`config.mk`:
```
export PLATFORM = sky130hd
export DESIGN_NAME = mac_vec_pipe_flat
export DESIGN_NICKNAME = d
export VERILOG_FILES = /design/src/rtl/mac_vec_if.sv /design/src/rtl/mac_vec_pipe.sv /design/src/flat_wrapper.sv
export SDC_FILE = /design/constraint.sdc
export NUM_CORES = 1
export LEC_CHECK = 0
export CAP_MARGIN = 15
export CORE_ASPECT_RATIO = 1.75
export CORE_MARGIN = 2
export CORE_UTILIZATION = 47
export DETAILED_ROUTE_END_ITERATION = 6
export PLACE_DENSITY = 0.65
export SLEW_MARGIN = 20
export SYNTH_ARGS = -nofsm -noshare
export SYNTH_HDL_FRONTEND = slang
export SYNTH_SLANG_ARGS = --single-unit
```
`constraint.sdc`:
```
create_clock -name clk -period 4.6 [get_ports clk]
set_input_delay 0.46 -clock clk [delete_from_list [all_inputs] [get_ports clk]]
set_output_delay 0.46 -clock clk [all_outputs]
set_load 0.02 [all_outputs]
```
`src/rtl/mac_vec_if.sv`:
```
// Handshake bus for mac_vec_pipe: operand beats in, frame results out.
// Master drives beats and result acceptance; slave is the MAC itself.
interface mac_vec_if #(
    parameter int WIDTH     = 8,
    parameter int LANES     = 4,
    parameter int ACC_WIDTH = 24
);
    logic                        in_valid;
    logic                        in_ready;
    logic                        in_last;
    logic [LANES*WIDTH-1:0]      w;
    logic [LANES*WIDTH-1:0]      x;
    logic                        out_valid;
    logic                        out_ready;
    logic signed [ACC_WIDTH-1:0] out_data;
    logic                        out_ovf;

    modport master (
        output in_valid, in_last, w, x, out_ready,
        input  in_ready, out_valid, out_data, out_ovf
    );

    modport slave (
        input  in_valid, in_last, w, x, out_ready,
        output in_ready, out_valid, out_data, out_ovf
    );
endinterface

```
`src/rtl/mac_vec_pipe.sv`:
```
// Three-stage multi-lane signed MAC with per-frame accumulation and result hold.
// Define MAC_SATURATE_EN to clamp the accumulator and report per-frame overflow.
module mac_vec_pipe #(
    parameter int WIDTH     = 8,
    parameter int LANES     = 4,
    parameter int ACC_WIDTH = 24
) (
    input  logic      clk,
    input  logic      rst,
    mac_vec_if.slave  io_bus
);
    localparam int PW = 2 * WIDTH;
    localparam int SW = PW + $clog2(LANES);

    logic                        w_stall;
    logic                        w_accept;
    logic signed [PW-1:0]        w_prod [LANES];
    logic signed [SW-1:0]        w_lane_sum;
    logic signed [ACC_WIDTH-1:0] w_acc_base;
    logic signed [ACC_WIDTH-1:0] w_acc_next;
    logic                        w_s3_fire;

    logic signed [PW-1:0]        r_prod [LANES];
    logic                        r_v1;
    logic                        r_last1;
    logic signed [SW-1:0]        r_sum;
    logic                        r_v2;
    logic                        r_last2;
    logic signed [ACC_WIDTH-1:0] r_acc;
    logic                        r_first;
    logic                        r_out_valid;
    logic signed [ACC_WIDTH-1:0] r_out_data;

    assign w_stall         = r_out_valid & ~io_bus.out_ready;
    assign w_accept        = io_bus.in_valid & ~w_stall;
    assign w_s3_fire       = r_v2 & ~w_stall;
    assign io_bus.in_ready = ~w_stall;
    assign io_bus.out_valid = r_out_valid;
    assign io_bus.out_data  = r_out_data;

    always_comb begin
        for (int i = 0; i < LANES; i++) begin
            w_prod[i] = PW'($signed(io_bus.w[i*WIDTH +: WIDTH]))
                      * PW'($signed(io_bus.x[i*WIDTH +: WIDTH]));
        end
    end

    always_comb begin
        w_lane_sum = '0;
        for (int i = 0; i < LANES; i++) begin
            w_lane_sum = w_lane_sum + SW'(r_prod[i]);
        end
    end

    assign w_acc_base = r_first ? '0 : r_acc;

`ifdef MAC_SATURATE_EN
    localparam logic signed [ACC_WIDTH-1:0] ACC_MAX = {1'b0, {(ACC_WIDTH-1){1'b1}}};
    localparam logic signed [ACC_WIDTH-1:0] ACC_MIN = {1'b1, {(ACC_WIDTH-1){1'b0}}};

    logic signed [ACC_WIDTH:0] w_acc_wide;
    logic                      w_clamp;
    logic                      w_frame_ovf_next;
    logic                      r_frame_ovf;
    logic                      r_out_ovf;

    // The extra top bit disagreeing with the sign bit means the sum left the ACC_WIDTH range
    always_comb begin
        w_acc_wide = (ACC_WIDTH+1)'(w_acc_base) + (ACC_WIDTH+1)'(r_sum);
        w_clamp    = w_acc_wide[ACC_WIDTH] ^ w_acc_wide[ACC_WIDTH-1];
        if (!w_clamp) begin
            w_acc_next = w_acc_wide[ACC_WIDTH-1:0];
        end else if (w_acc_wide[ACC_WIDTH]) begin
            w_acc_next = ACC_MIN;
        end else begin
            w_acc_next = ACC_MAX;
        end
        w_frame_ovf_next = (r_first ? 1'b0 : r_frame_ovf) | w_clamp;
    end

    always_ff @(posedge clk or posedge rst) begin
        if (rst) begin
            r_frame_ovf <= 1'b0;
            r_out_ovf   <= 1'b0;
        end else if (w_s3_fire) begin
            r_frame_ovf <= w_frame_ovf_next;
            if (r_last2) begin
                r_out_ovf <= w_frame_ovf_next;
            end
        end
    end

    assign io_bus.out_ovf = r_out_ovf;
`else
    assign w_acc_next     = w_acc_base + ACC_WIDTH'(r_sum);
    assign io_bus.out_ovf = 1'b0;
`endif

    always_ff @(posedge clk or posedge rst) begin
        if (rst) begin
            for (int i = 0; i < LANES; i++) begin
                r_prod[i] <= '0;
            end
            r_v1    <= 1'b0;
            r_last1 <= 1'b0;
            r_sum   <= '0;
            r_v2    <= 1'b0;
            r_last2 <= 1'b0;
        end else if (!w_stall) begin
            for (int i = 0; i < LANES; i++) begin
                r_prod[i] <= w_prod[i];
            end
            r_v1    <= w_accept;
            r_last1 <= w_accept & io_bus.in_last;
            r_sum   <= w_lane_sum;
            r_v2    <= r_v1;
            r_last2 <= r_last1;
        end
    end

    always_ff @(posedge clk or posedge rst) begin
        if (rst) begin
            r_acc       <= '0;
            r_first     <= 1'b1;
            r_out_valid <= 1'b0;
            r_out_data  <= '0;
        end else begin
            if (w_s3_fire) begin
                r_acc   <= w_acc_next;
                r_first <= r_last2;
            end
            // A new result on the handshake edge keeps out_valid high
            if (w_s3_fire && r_last2) begin
                r_out_valid <= 1'b1;
                r_out_data  <= w_acc_next;
            end else if (io_bus.out_ready) begin
                r_out_valid <= 1'b0;
            end
        end
    end
endmodule

```
`src/flat_wrapper.sv`:
```
// flat-port wrapper written by rule: the top's interface ports become plain ports
module mac_vec_pipe_flat 
#(
    parameter int WIDTH     = 8,
    parameter int LANES     = 4,
    parameter int ACC_WIDTH = 24
)
  (clk, rst, io_bus_in_valid, io_bus_in_last, io_bus_w, io_bus_x, io_bus_out_ready, io_bus_in_ready, io_bus_out_valid, io_bus_out_data, io_bus_out_ovf);
  mac_vec_if #(.WIDTH(WIDTH), .LANES(LANES), .ACC_WIDTH(ACC_WIDTH)) io_bus_i ();
  input  logic clk;
  input  logic rst;
  input wire logic [$bits(io_bus_i.in_valid)-1:0] io_bus_in_valid;
  input wire logic [$bits(io_bus_i.in_last)-1:0] io_bus_in_last;
  input wire logic [$bits(io_bus_i.w)-1:0] io_bus_w;
  input wire logic [$bits(io_bus_i.x)-1:0] io_bus_x;
  input wire logic [$bits(io_bus_i.out_ready)-1:0] io_bus_out_ready;
  output wire logic [$bits(io_bus_i.in_ready)-1:0] io_bus_in_ready;
  output wire logic [$bits(io_bus_i.out_valid)-1:0] io_bus_out_valid;
  output wire logic [$bits(io_bus_i.out_data)-1:0] io_bus_out_data;
  output wire logic [$bits(io_bus_i.out_ovf)-1:0] io_bus_out_ovf;
  assign io_bus_i.in_valid = io_bus_in_valid;
  assign io_bus_i.in_last = io_bus_in_last;
  assign io_bus_i.w = io_bus_w;
  assign io_bus_i.x = io_bus_x;
  assign io_bus_i.out_ready = io_bus_out_ready;
  assign io_bus_in_ready = io_bus_i.in_ready;
  assign io_bus_out_valid = io_bus_i.out_valid;
  assign io_bus_out_data = io_bus_i.out_data;
  assign io_bus_out_ovf = io_bus_i.out_ovf;
  mac_vec_pipe #(.WIDTH(WIDTH), .LANES(LANES), .ACC_WIDTH(ACC_WIDTH)) u_core (.clk(clk), .rst(rst), .io_bus(io_bus_i));
endmodule
```
# [Word-level counts from Yosys, hierarchy flattened]
# Cells that the tools add are included.
[word_totals] out_inout_bits=27 inputBits=69 register_bits=136 wordCells=32
[op_classes] bitwise_logic=6 n_reduce_logical=2 addsub=4 muxes=3 mul=4
[ops] operator="$mul A8 B8 Y16" count=4
[ops] operator="$add A24 B18 Y24" count=1
[ops] operator="$mux W24" count=1
[ops] operator="$add A17 B16 Y18" count=1
[ops] operator="$add A18 B16 Y18" count=1
[ops] operator="$add A16 B16 Y17" count=1
[ops] operator="$and A1 B1 Y1" count=4
[ops] operator="$mux W1" count=2
[ops] operator="$not A1 Y1" count=2
[ops] operator="$reduce_bool A2 Y1" count=1
[ops] operator="$logic_and A1 B1 Y1" count=1

# [Depth between registers and ports, before layout]
[logic_depth] word_depth=6 mapped_depth=18 mapped_depth_nobuf=18

# [Worst setup path before layout]
# No wires, ideal clock.
[synth_path] path_type="input port to flip-flop" start="input port io_bus_w[13]" end="register u_core.r_prod[46] (netlist name)" n_path_buf=0 t_arrival_ns=4.219 setup_time_ns=0.126 required_time_ns=4.474 setup_slack_ns=0.255 stages=17 path_cell_list="and2_1 fa_1 inv_1 fa_1 inv_1 fa_1 inv_1 fa_1 inv_1 ha_1 o21ai_0 a21boi_0 o21ai_0 a21boi_0 o41ai_1 mux2i_1 nand2_1"
[synth_between] elab_chain_cells=1
[synth_lines] element="start: declaration" line="flat_wrapper.sv:14" source="input wire logic [$bits(io_bus_i.w)-1:0] io_bus_w;"
[synth_lines] element="$mul A8 B8 Y16" line="mac_vec_pipe.sv:44" source="* PW'($signed(io_bus.x[i*WIDTH +: WIDTH]));"
[synth_lines] element="end signal: indexed assignment" line="mac_vec_pipe.sv:111" source="r_prod[i] <= w_prod[i];"
[synth_lines] element="end: declaration" line="mac_vec_pipe.sv:23" source="logic signed [PW-1:0] r_prod [LANES];"
# No other way between the ends.
# A chain may end at the register's enable or synchronous reset.

# [Worst setup path in the final report]
[layout_path] start="input port io_bus_w[14]" end="register u_core.r_prod[47] (netlist name)"
# The elaborated chain is that of the path after synthesis.

==> impl_metrics.json <==
{
  "worstReg2RegEnd": "u_core.r_sum[17]",
  "rows": 93,
  "setup_viol_count_final": 0,
  "path_class": "input pin to flop",
  "synth_ff_type": "dfrtp_1",
  "cts_tree": "done",
  "reg2reg_from": "u_core.r_prod[17]",
  "netlist_top_cells_area": "fa_1 29%, dfrtp_1 19%, ha_1 11%",
  "period_share_pct": 97.6,
  "cts_hold_buf": 0,
  "min_to": "u_core.r_v1",
  "dr.first_iter.drc_count": 438,
  "intPower_mw": 9.51,
  "cts.clk_slew.worst_paths_ns": 0.06,
  "relSlewSlack_pct": 53.8,
  "clkLatencyLatePin_ns": 0.42,
  "slew_violations": 0,
  "reg2reg_slack_ns": 0.80,
  "synth_area_leader_cell": "fa_1",
  "final_util_pct": 58.6,
  "syn_avg_cell_area_um2": 9.33,
  "syn_to_final_growth_pct": 22.8,
  "grt_pass1_vias": 14788,
  "wire_per_inst_um": 14.7,
  "gp_congestion": 0.853,
  "min_path_type": "flop to flop",
  "drive_gt1_share_pct": 15.7,
  "die_h_um": 260,
  "vias": 13446,
  "synthArstFlopShare_pct": 100,
  "grt_max_degree": 78,
  "yosysWarnings": 0,
  "finalWirelength_um": 39300,
  "cts.path.max_buffers": 2,
  "fmax_mhz": 223,
  "worstPathMaxFanout": 5,
  "io_pins": 96,
  "power_frac_seq_pct": 13.7,
  "cp.arrival_ns": 4.76,
  "drc": 0,
  "grt_pass1_wl_um": 68000,
  "antenna_found_initial": 0,
  "hold-path-cell-count": 2,
  "via_per_inst": 5.04,
  "min_from": "u_core.r_v1",
  "htreeDepth": 4,
  "worst_setup_path_start_kind": "input pin",
  "hold_viol": 0,
  "dieArea_mm2": 0.0390,
  "clock-sinks": 136,
  "die_w_um": 150,
  "initial_utilization_pct": 47.7,
  "fp.coreArea_mm2": 0.0368,
  "comb_power_share_pct": 78.2,
  "p_total_mw": 17.6,
  "cts_buffers": 17,
  "p_sw_mw": 8.08,
  "fillers": 3313,
  "grt-ovfl-total": 0,
  "total_leakage_power_nw": 11.0,
  "firstDrtPassIters": 5,
  "synthDistinctLibCells": 58,
  "fin_crit_ns": 4.49,
  "setup-tns-final_ns": 0,
  "dp_hpwl_um": 33600,
  "ir_drop_mv": 0.537,
  "p_sw_share_pct": 45.9,
  "diodes": 0,
  "cp-end-kind": "flop",
  "fin_skew_ns": 0.00945,
  "grt_usage_pct": 21.5,
  "synth_edf_count": 0,
  "fin_nets": 2657,
  "clkPwrFrac_pct": 8.1,
  "synthCells": 1881,
  "timing.max_cap.violations": 0,
  "synth_top_area_share_pct": 29.0,
  "io_buffers": 94,
  "ys_seq_elements": 136,
  "powerDensity_mw_per_mm2": 816,
  "ant_nets": 0,
  "synth_nets": 2360,
  "rr_worst_depth": 13,
  "syn-cell-area_mm2": 0.0175,
  "worst_slew_pin_slew_ns": 0.692,
  "status": "finished clean",
  "yosysSeqAreaShare_pct": 19.4,
  "root_buffer": "clkbuf_16",
  "required_ns": 4.87
}
==> worst max-delay path by stage <==
stage          slack (ns)                 to    startpoint
3_5_place_dp        -0.70  u_core.r_prod[44]  io_bus_w[11]
6_report             0.11  u_core.r_prod[47]  io_bus_w[14]
3_3_place_gp        -0.54  u_core.r_prod[63]   io_bus_x[2]
2_1_floorplan        0.25  u_core.r_prod[46]  io_bus_w[13]
4_1_cts            0.0008  u_core.r_prod[28]  io_bus_w[19]
5_1_grt             -0.03  u_core.r_prod[47]  io_bus_w[14]
==> power by group through the flow <==
stage          registers [mW]  logic [mW]  clock network (mW)
3_3_place_gp             2.42        13.2                   0
3_5_place_dp             2.44        13.5                   0
6_report                 2.41        13.8                1.42
2_1_floorplan            2.37        9.60                   0
4_1_cts                  2.43        13.6                1.45
5_1_grt                  2.48        15.6                1.50
==> critical path, stage by stage <==
cell,delay (ns)
dlygate4sd2_1,0.29
buf_4,0.17
and2_1,0.16
fa_1,0.56
fa_1,0.47
fa_1,0.51
inv_1,0.05
fa_1,0.47
inv_1,0.04
ha_1,0.30
a21o_1,0.18
nand2_1,0.08
o31ai_2,0.07
or4_1,0.55
a31oi_2,0.19
xnor2_1,0.13
a21oi_1,0.08
==> cells in the mapped netlist (4+ instances only) <==
master and instances:
nand2b_1 12, clkbuf_1 27, a31oi_1 8, or2_2 4, o21a_1 18, a21oi_1 66
dfrtp_1 135, mux2_2 32, nor3b_1 6, xnor2_1 56, o21bai_1 6, fa_1 254
nor2b_1 56, a21o_1 24, and2_1 169, a211o_1 6, xor2_1 28, inv_1 344
o211ai_1 6, o31ai_1 22, a211oi_1 5, a21boi_0 6, nor2_1 68, o21ai_0 62
nand2_1 217, ha_1 156, nor3_1 23, nand3_1 13
==> logic make-up after synthesis <==
logic type | Yosys count | share of synthesized area (%)
AOI/OAI and AO/OA | 255 | 9.37
xor gates and xnor gates | 84 | 4.19
adders and majority gates | 410 | 40.1
buffers and inverters | 376 | 8.08
DFF | 136 | 19.4
muxes | 34 | 2.17
other | 1 | 0.0214
and+or+nand+nor | 585 | 16.7
==> per-stage QoR <==
| step | instance area [um2] | cells | setup WS [ns] | hold WS (ns) |
|---|---|---|---|---|
| 6_report | 21600 | 2666 | 0.109 | 0.470 |
| 5_1_grt | 21600 | 2666 | -0.0292 | 0.486 |
| 4_1_cts | 21200 | 2662 | 0.000830 | 0.469 |
| 3_5_place_dp | 20500 | 2627 | -0.699 | 0.456 |
| 3_3_place_gp | 20500 | 2627 | -0.535 | 0.450 |
| 2_1_floorplan | 17500 | 1881 | 0.255 | 0.439 |
==> cell usage in the layout, fill, tap and decap left out, types with 19 or more instances in the layout <==
cell | Yosys | layout
fa_1 | 254 | 253
mux2_2 | 32 | 32
nor3_1 | 23 | 23
xor2_1 | 28 | 28
clkdlybuf4s50_1 | 0 | 37
buf_4 | 1 | 206
inv_1 | 344 | 337
o21ai_0 | 62 | 52
xnor2_1 | 56 | 56
a21o_1 | 24 | 24
nor2_1 | 68 | 68
nand2_1 | 217 | 214
ha_1 | 156 | 149
dfrtp_1 | 135 | 135
nor2b_1 | 56 | 53
o31ai_1 | 22 | 19
a21oi_1 | 66 | 62
and2_1 | 169 | 164
dlymetal6s2s_1 | 0 | 46
==> sequential cells by signal, summed over array words and instances, names as in the netlist <==
register / cells
u_core.r_v2: 1
u_core.r_sum: 18
u_core.io_bus.out_data: 24
u_core.r_acc: 24
u_core.r_last2: 1
u_core.r_first: 1
u_core.io_bus.out_valid: 1
u_core.r_last1: 1
u_core.r_prod: 64
u_core.r_v1: 1
==> area by class of cell <==
| class | count | area, um2 | area share [%] |
|---|---|---|---|
| sequential | 136 | 3400 | 15.8 |
| clock inverter | 12 | 149 | 0.691 |
| inverter | 344 | 1300 | 6.01 |
| timing repair buffer | 310 | 2680 | 12.4 |
| clock buffer | 20 | 467 | 2.17 |
| multi-input combinational | 1369 | 13000 | 60.1 |
| tap | 475 | 594 | 2.76 |
==> per-layer routing <==
| layer | wire length (um) | track usage (%) | up-vias | part of all wire, % |
|---|---|---|---|---|
| met5 | 0 | 0 | - | 0 |
| met4 | 1170 | 6.71 | 0 | 3.0 |
| met3 | 586 | 1.81 | 76 | 1.5 |
| met2 | 23200 | 43.6 | 173 | 59 |
| met1 | 14300 | 22.8 | 6683 | 36 |
| li1 | - | - | 6514 | - |
==> repair_timing <==
| action | in CTS | in global routing |
|---|---|---|
| resized for setup | 25 | 112 |
| setup buffers | 3 | 4 |
| setup endpoints to repair | 13 | 17 |
| pin swaps | 8 | 28 |
Note: power is estimated with default switching activity, not from simulation.
==> RTL change 1, RTL diff (same flow settings) <==
`WIDTH` is set to 8 in 3 places; all go to 6.
--- a/src/rtl/mac_vec_if.sv
+++ b/src/rtl/mac_vec_if.sv
@@ -1,7 +1,7 @@
 // Handshake bus for mac_vec_pipe: operand beats in, frame results out.
 // Master drives beats and result acceptance; slave is the MAC itself.
 interface mac_vec_if #(
-    parameter int WIDTH     = 8,
+    parameter int WIDTH     = 6,
     parameter int LANES     = 4,
     parameter int ACC_WIDTH = 24
 );
--- a/src/rtl/mac_vec_pipe.sv
+++ b/src/rtl/mac_vec_pipe.sv
@@ -1,7 +1,7 @@
 // Three-stage multi-lane signed MAC with per-frame accumulation and result hold.
 // Define MAC_SATURATE_EN to clamp the accumulator and report per-frame overflow.
 module mac_vec_pipe #(
-    parameter int WIDTH     = 8,
+    parameter int WIDTH     = 6,
     parameter int LANES     = 4,
     parameter int ACC_WIDTH = 24
 ) (
--- a/src/flat_wrapper.sv
+++ b/src/flat_wrapper.sv
@@ -1,7 +1,7 @@
 // flat-port wrapper written by rule: the top's interface ports become plain ports
 module mac_vec_pipe_flat 
 #(
-    parameter int WIDTH     = 8,
+    parameter int WIDTH     = 6,
     parameter int LANES     = 4,
     parameter int ACC_WIDTH = 24
 )
Interface: changed (resized io_bus_w and io_bus_x); port bits go from 96 to 80. The function was not compared with the original's and may differ.
==> RTL change 1 against the original RTL <==
- setup slack improved by 0.27 ns
- sequential cell count fell by 20
- critical path depth fell by 2
- wire length fell by 35%
- critical path type unchanged
- via count fell by 33%
- global-route usage fell by 1.3 points
- synthesized area fell by 32%
- count of clock-buffer cells in the layout fell by 2
- hold slack got worse by 0.0076 ns
- cell area fell by 34%
- total power fell by 35%
- sequential share of layout area rose by 4.7 points
- largest cell class unchanged
==> RTL change 1: results (changes against the original RTL) <==
footprint of the flip-flops and latches: 2900 um2 (-15%)
post-synthesis cell count: 1261 (-33%)
Fin Clk Skew: 0.0103 ns (+0.000806 ns)
post-CTS sizing: 0 (-100%)
pin count of the biggest net entering global routing: 76 (-2.6%)
power attributed to the clock group: 1.32 mW (-7%)
number of multi-input combinational cells in the layout: 957 (-30%)
post-synthesis xor/xnor area fraction: 5.55% (+1.4 points)
Clk pwr share: 11.5% (+3.4 points)
combined area of the multi-input logic cells: 8370 um2 (-35%)
Clock buf/inv share: 4.17% (+1.3 points)
synthesis-stage register bit count: 116 (-15%)
syn_area_per_cell: 9.52 um2 (+2.0%)
fillcell total: 2268 (-32%)
number of flip-flops under the largest register name: 48 (-25%)
Non-clock buffers: 152 (-51%)
Placer Congestion: 0.839 (-1.6%)
Net Sw Power: 5.30 mW (-34%)
drt initial violations: 414 (-5.5%)
cell area reported after detailed placement: 13600 um2 (-34%)
largest cells by area after synthesis: sky130_fd_sc_hd__dfrtp_1, sky130_fd_sc_hd__fa_1, sky130_fd_sc_hd__ha_1
via count of the first global-routing pass: 9568 (-35%)
Compound-Gate Fraction of Synth Area: 10.4% (+0.98 points)
placement-stage worst setup slack: -0.0696 ns (+0.630 ns)
peak supply drop: 0.000519 V (-3.5%)
fraction of area in non-clock buffers: 9.42% (-3.0 points)
worst rel slew slack: 30.8% (-23 points)
final std cell area, no fill: 14200 um2 (-34%)
average detailed-routed wire length per instance: 14.7 um (-0.20%)
number of distinct library cells after synthesis: 59 (+1.7%)
Comb power: 8.24 mW (-40%)
first-pass GRT wire length: 44500 um (-34%)
Tot GR Track Use: 20.2% (-1.3 points)
run status: finished, final reports clean
number of vias per cell: 5.18 (+2.8%)
number of buffer cells added on primary ports: 78 (-17%)
-- RTL change 1: changes by cell type in the layout (fill, tap and decap cells not counted), sizes merged, moves of 20 or more --
cell	delta
a21oi	+21
and2	-75
buf	-142
clkdlybuf4s50	+41
dfrtp	-20
dlymetal6s2s	-46
fa	-124
ha	-36
inv	-189
nand2	-85
o31ai	-20
-- RTL change 1: worst paths after layout --
path,cells past startpoint,start,slack [ns],end
setup / recovery,15,io_bus_w[0],0.38,u_core.r_prod[47]
hold / removal,2,rst,0.46,u_core.io_bus.out_data[2]
setup reg to reg,13,u_core.r_prod[14],0.92,u_core.r_sum[12]
hold reg to reg,2,u_core.r_v1,0.47,u_core.r_v1
max in group asynchronous,3,rst,3.22,u_core.r_prod[13]
min in group clk,2,u_core.r_v1,0.47,u_core.r_v1
-- RTL change 1: metal layers --
metal | GRT usage (%) | wire length (um)
met5 | 0 | 0
met1 | 21.1 | 9450
met3 | 2.40 | 403
met4 | 7.49 | 754
met2 | 40.3 | 14800
==> RTL change 2, RTL diff (same flow settings) <==
Made on the original files. The option `MAC_SATURATE_EN` is turned on by a define.
--- a/src/rtl/mac_vec_pipe.sv
+++ b/src/rtl/mac_vec_pipe.sv
@@ -1,5 +1,7 @@
 // Three-stage multi-lane signed MAC with per-frame accumulation and result hold.
 // Define MAC_SATURATE_EN to clamp the accumulator and report per-frame overflow.
+`define MAC_SATURATE_EN
+
 module mac_vec_pipe #(
     parameter int WIDTH     = 8,
     parameter int LANES     = 4,
Function: no difference found for any inputs over 4 cycles, from zero or initial values and one cycle with rst high; that may be too few to reach the edited logic, so the function may still have changed.
==> RTL change 2 against the original RTL <==
- clock skew about the same
- cell area decreased by 0.44%
- critical path type unchanged
- synthesized area increased by 1.1%
- global-route usage increased by 0.66 points
- critical endpoint is now u_core.r_prod[29]
- fmax increased by 0.70%
- synthesized cell count increased by 3.0%
- total power increased by 0.71%
- wire length increased by 3.5%
- combinational power about the same
- setup slack improved by 0.031 ns
- sequential cell count increased by 2
- largest cell class unchanged
==> RTL change 2: results (changes against the original RTL) <==
run status: finished, final reports clean
global-route met3 utilization: 2.23% (+0.42 points)
pin count of the biggest net entering global routing: 103 (+32%)
clock root buffer master: sky130_fd_sc_hd__clkbuf_16
fraction of registers with async set or reset after synthesis: 100% (unchanged)
met1 global-route usage: 22.6% (-0.20 points)
routed via count: 13700 (+2.0%)
total wirelength of the detailed-routed design: 40700 um (+3.5%)
largest delay contributor family on the critical path: adder cells
Residual DRC: 0 (unchanged)
syn_area_per_cell: 9.15 um2 (-1.9%)
total leakage power: 10.7 nW (-2.5%)
net count after synthesis: 2417 (+2.4%)
drt initial violations: 432 (-1.4%)
number of cells in the design after placement: 2673 (+1.8%)
data arrival time at the worst-slack endpoint: 4.75 ns (about the same)
via count of the first global-routing pass: 15200 (+2.9%)
H-Tree Depth: 4 (unchanged)
Placer Congestion: 0.846 (-0.83%)
sequential area share after synthesis: 19.5% (+0.077 points)
length of routed wiring on met1: 14700 um (+2.5%)
largest cells by area after synthesis: sky130_fd_sc_hd__fa_1, sky130_fd_sc_hd__dfrtp_1, sky130_fd_sc_hd__ha_1
length of routed met3 wiring: 821 um (+40%)
first-pass GRT wire length: 69700 um (+2.6%)
Clock Path Buffers: 2 (unchanged)
peak supply drop: 0.000647 V (+21%)
clock latency at the later pin of the worst-skew pair: 0.44 ns (+0.02 ns)
top routing layer used: met4
Tot GR Track Use: 22.2% (+0.66 points)
number of distinct library cells after synthesis: 58 (unchanged)
number of buffer cells added on primary ports: 95 (+1.1%)
Post-CTS Setup Bufs: 0 (-3)
largest stage delay on the critical path: 0.59 ns (+0.03 ns)
post-synthesis instance area: 17700 um2 (+1.1%)
critical-path maximum fanout: 5 (unchanged)
Routed met2 length: 23700 um (+2.3%)
fillcell total: 3384 (+2.1%)
Fin Clk Skew: 0.00909 ns (-0.000361 ns)
share of layout cells above drive strength 1: 13.4% (-2.2 points)
cell area reported after detailed placement: 20600 um2 (+0.49%)
Synth warnings: 0 (unchanged)
cts bufs inserted: 17 (unchanged)
diode insertion count for antenna repair: 0 (unchanged)
most used standard cells in the synthesized netlist: sky130_fd_sc_hd__inv_1, sky130_fd_sc_hd__fa_1, sky130_fd_sc_hd__nand2_1, sky130_fd_sc_hd__and2_1, sky130_fd_sc_hd__ha_1
worst rel slew slack: 39.3% (-15 points)
global-route met2 utilization: 45.3% (+1.7 points)
Detail Placement HPWL: 34300 um (+2.4%)
number of vias per cell: 5.07 (+0.54%)
Primary FF master, synth: sky130_fd_sc_hd__dfrtp_1
[RTL change 2: report_power, final]
part	leakage [nW]	total (mW)	switching (mW)	internal (mW)
Clock	0.299	1.45	0.564	0.882
Combinational	8.75	13.8	7.37	6.46
Sequential	1.65	2.44	0.497	1.95
Total	10.7	17.7	8.43	9.29
[RTL change 2: worst paths after layout]
| path | start | end | slack (ns) | cells after the start |
|---|---|---|---|---|
| setup / recovery | io_bus_x[23] | u_core.r_prod[29] | 0.14 | 18 |
| setup reg to reg | u_core.r_prod[17] | u_core.r_sum[17] | 0.45 | 14 |
| min in group asynchronous | rst | u_core.io_bus.out_data[11] | 0.60 | 2 |
| hold reg to reg | u_core.r_last1 | u_core.r_last1 | 0.47 | 2 |
| max in group asynchronous | rst | u_core.r_prod[7] | 2.94 | 3 |
| hold / removal | u_core.r_last1 | u_core.r_last1 | 0.47 | 2 |
[RTL change 2: what timing repair did]
| action | CTS | global route |
|---|---|---|
| gates resized for setup | 6 | 70 |
| pin swaps | 0 | 28 |
| hold endpoints to repair | 0 | 0 |
| setup endpoints to repair | 4 | 16 |
[RTL change 2: final cells by class]
type	instances	area [um2]	share of cell area, %
flip-flops and latches	138	3450	16.1
repair buffers	292	2500	11.6
inverters	343	1290	6.03
clock inverters	13	180	0.840
multi-input cells	1420	13000	60.5
well taps	480	601	2.80
clock buffers	19	443	2.06
[RTL change 2: cells by family after synthesis]
family / synth area share [%]
adder cells (fa/ha/maj): 39.8
multiplexers: 0.494
AND/OR/NAND/NOR: 17.0
buffers and inverters: 8.13
flip-flops: 19.5
XOR/XNOR: 4.30
AO/OA/AOI/OAI: 10.8
[RTL change 2: metrics by stage]
stage                     setup slack (ns)  hold slack (ns)  power (mW)  TNS, ns
after global routing               -0.0507            0.504        19.8   -0.138
final                                0.140            0.474        17.7        0
after floorplan                      0.294            0.439        12.3        0
after global placement              -0.377            0.452        15.8    -6.16
after CTS                          0.00765            0.482        17.7        0
after detailed placement            -0.495            0.465        16.1    -7.60
[RTL change 2: worst reg2reg max path, cell delays in order (launching register included)]
cell and delay (ns):
sky130_fd_sc_hd__dfrtp_1 0.45, sky130_fd_sc_hd__fa_1 0.49, sky130_fd_sc_hd__fa_1 0.49, sky130_fd_sc_hd__ha_1 0.17
sky130_fd_sc_hd__inv_1 0.06, sky130_fd_sc_hd__fa_1 0.45, sky130_fd_sc_hd__nor2b_1 0.12, sky130_fd_sc_hd__o21ai_0 0.10
sky130_fd_sc_hd__a21boi_0 0.35, sky130_fd_sc_hd__o21ai_0 0.21, sky130_fd_sc_hd__a31oi_1 0.38, sky130_fd_sc_hd__nor4b_1 0.10
sky130_fd_sc_hd__a311o_1 0.34, sky130_fd_sc_hd__xnor2_1 0.20, sky130_fd_sc_hd__a21oi_1 0.09
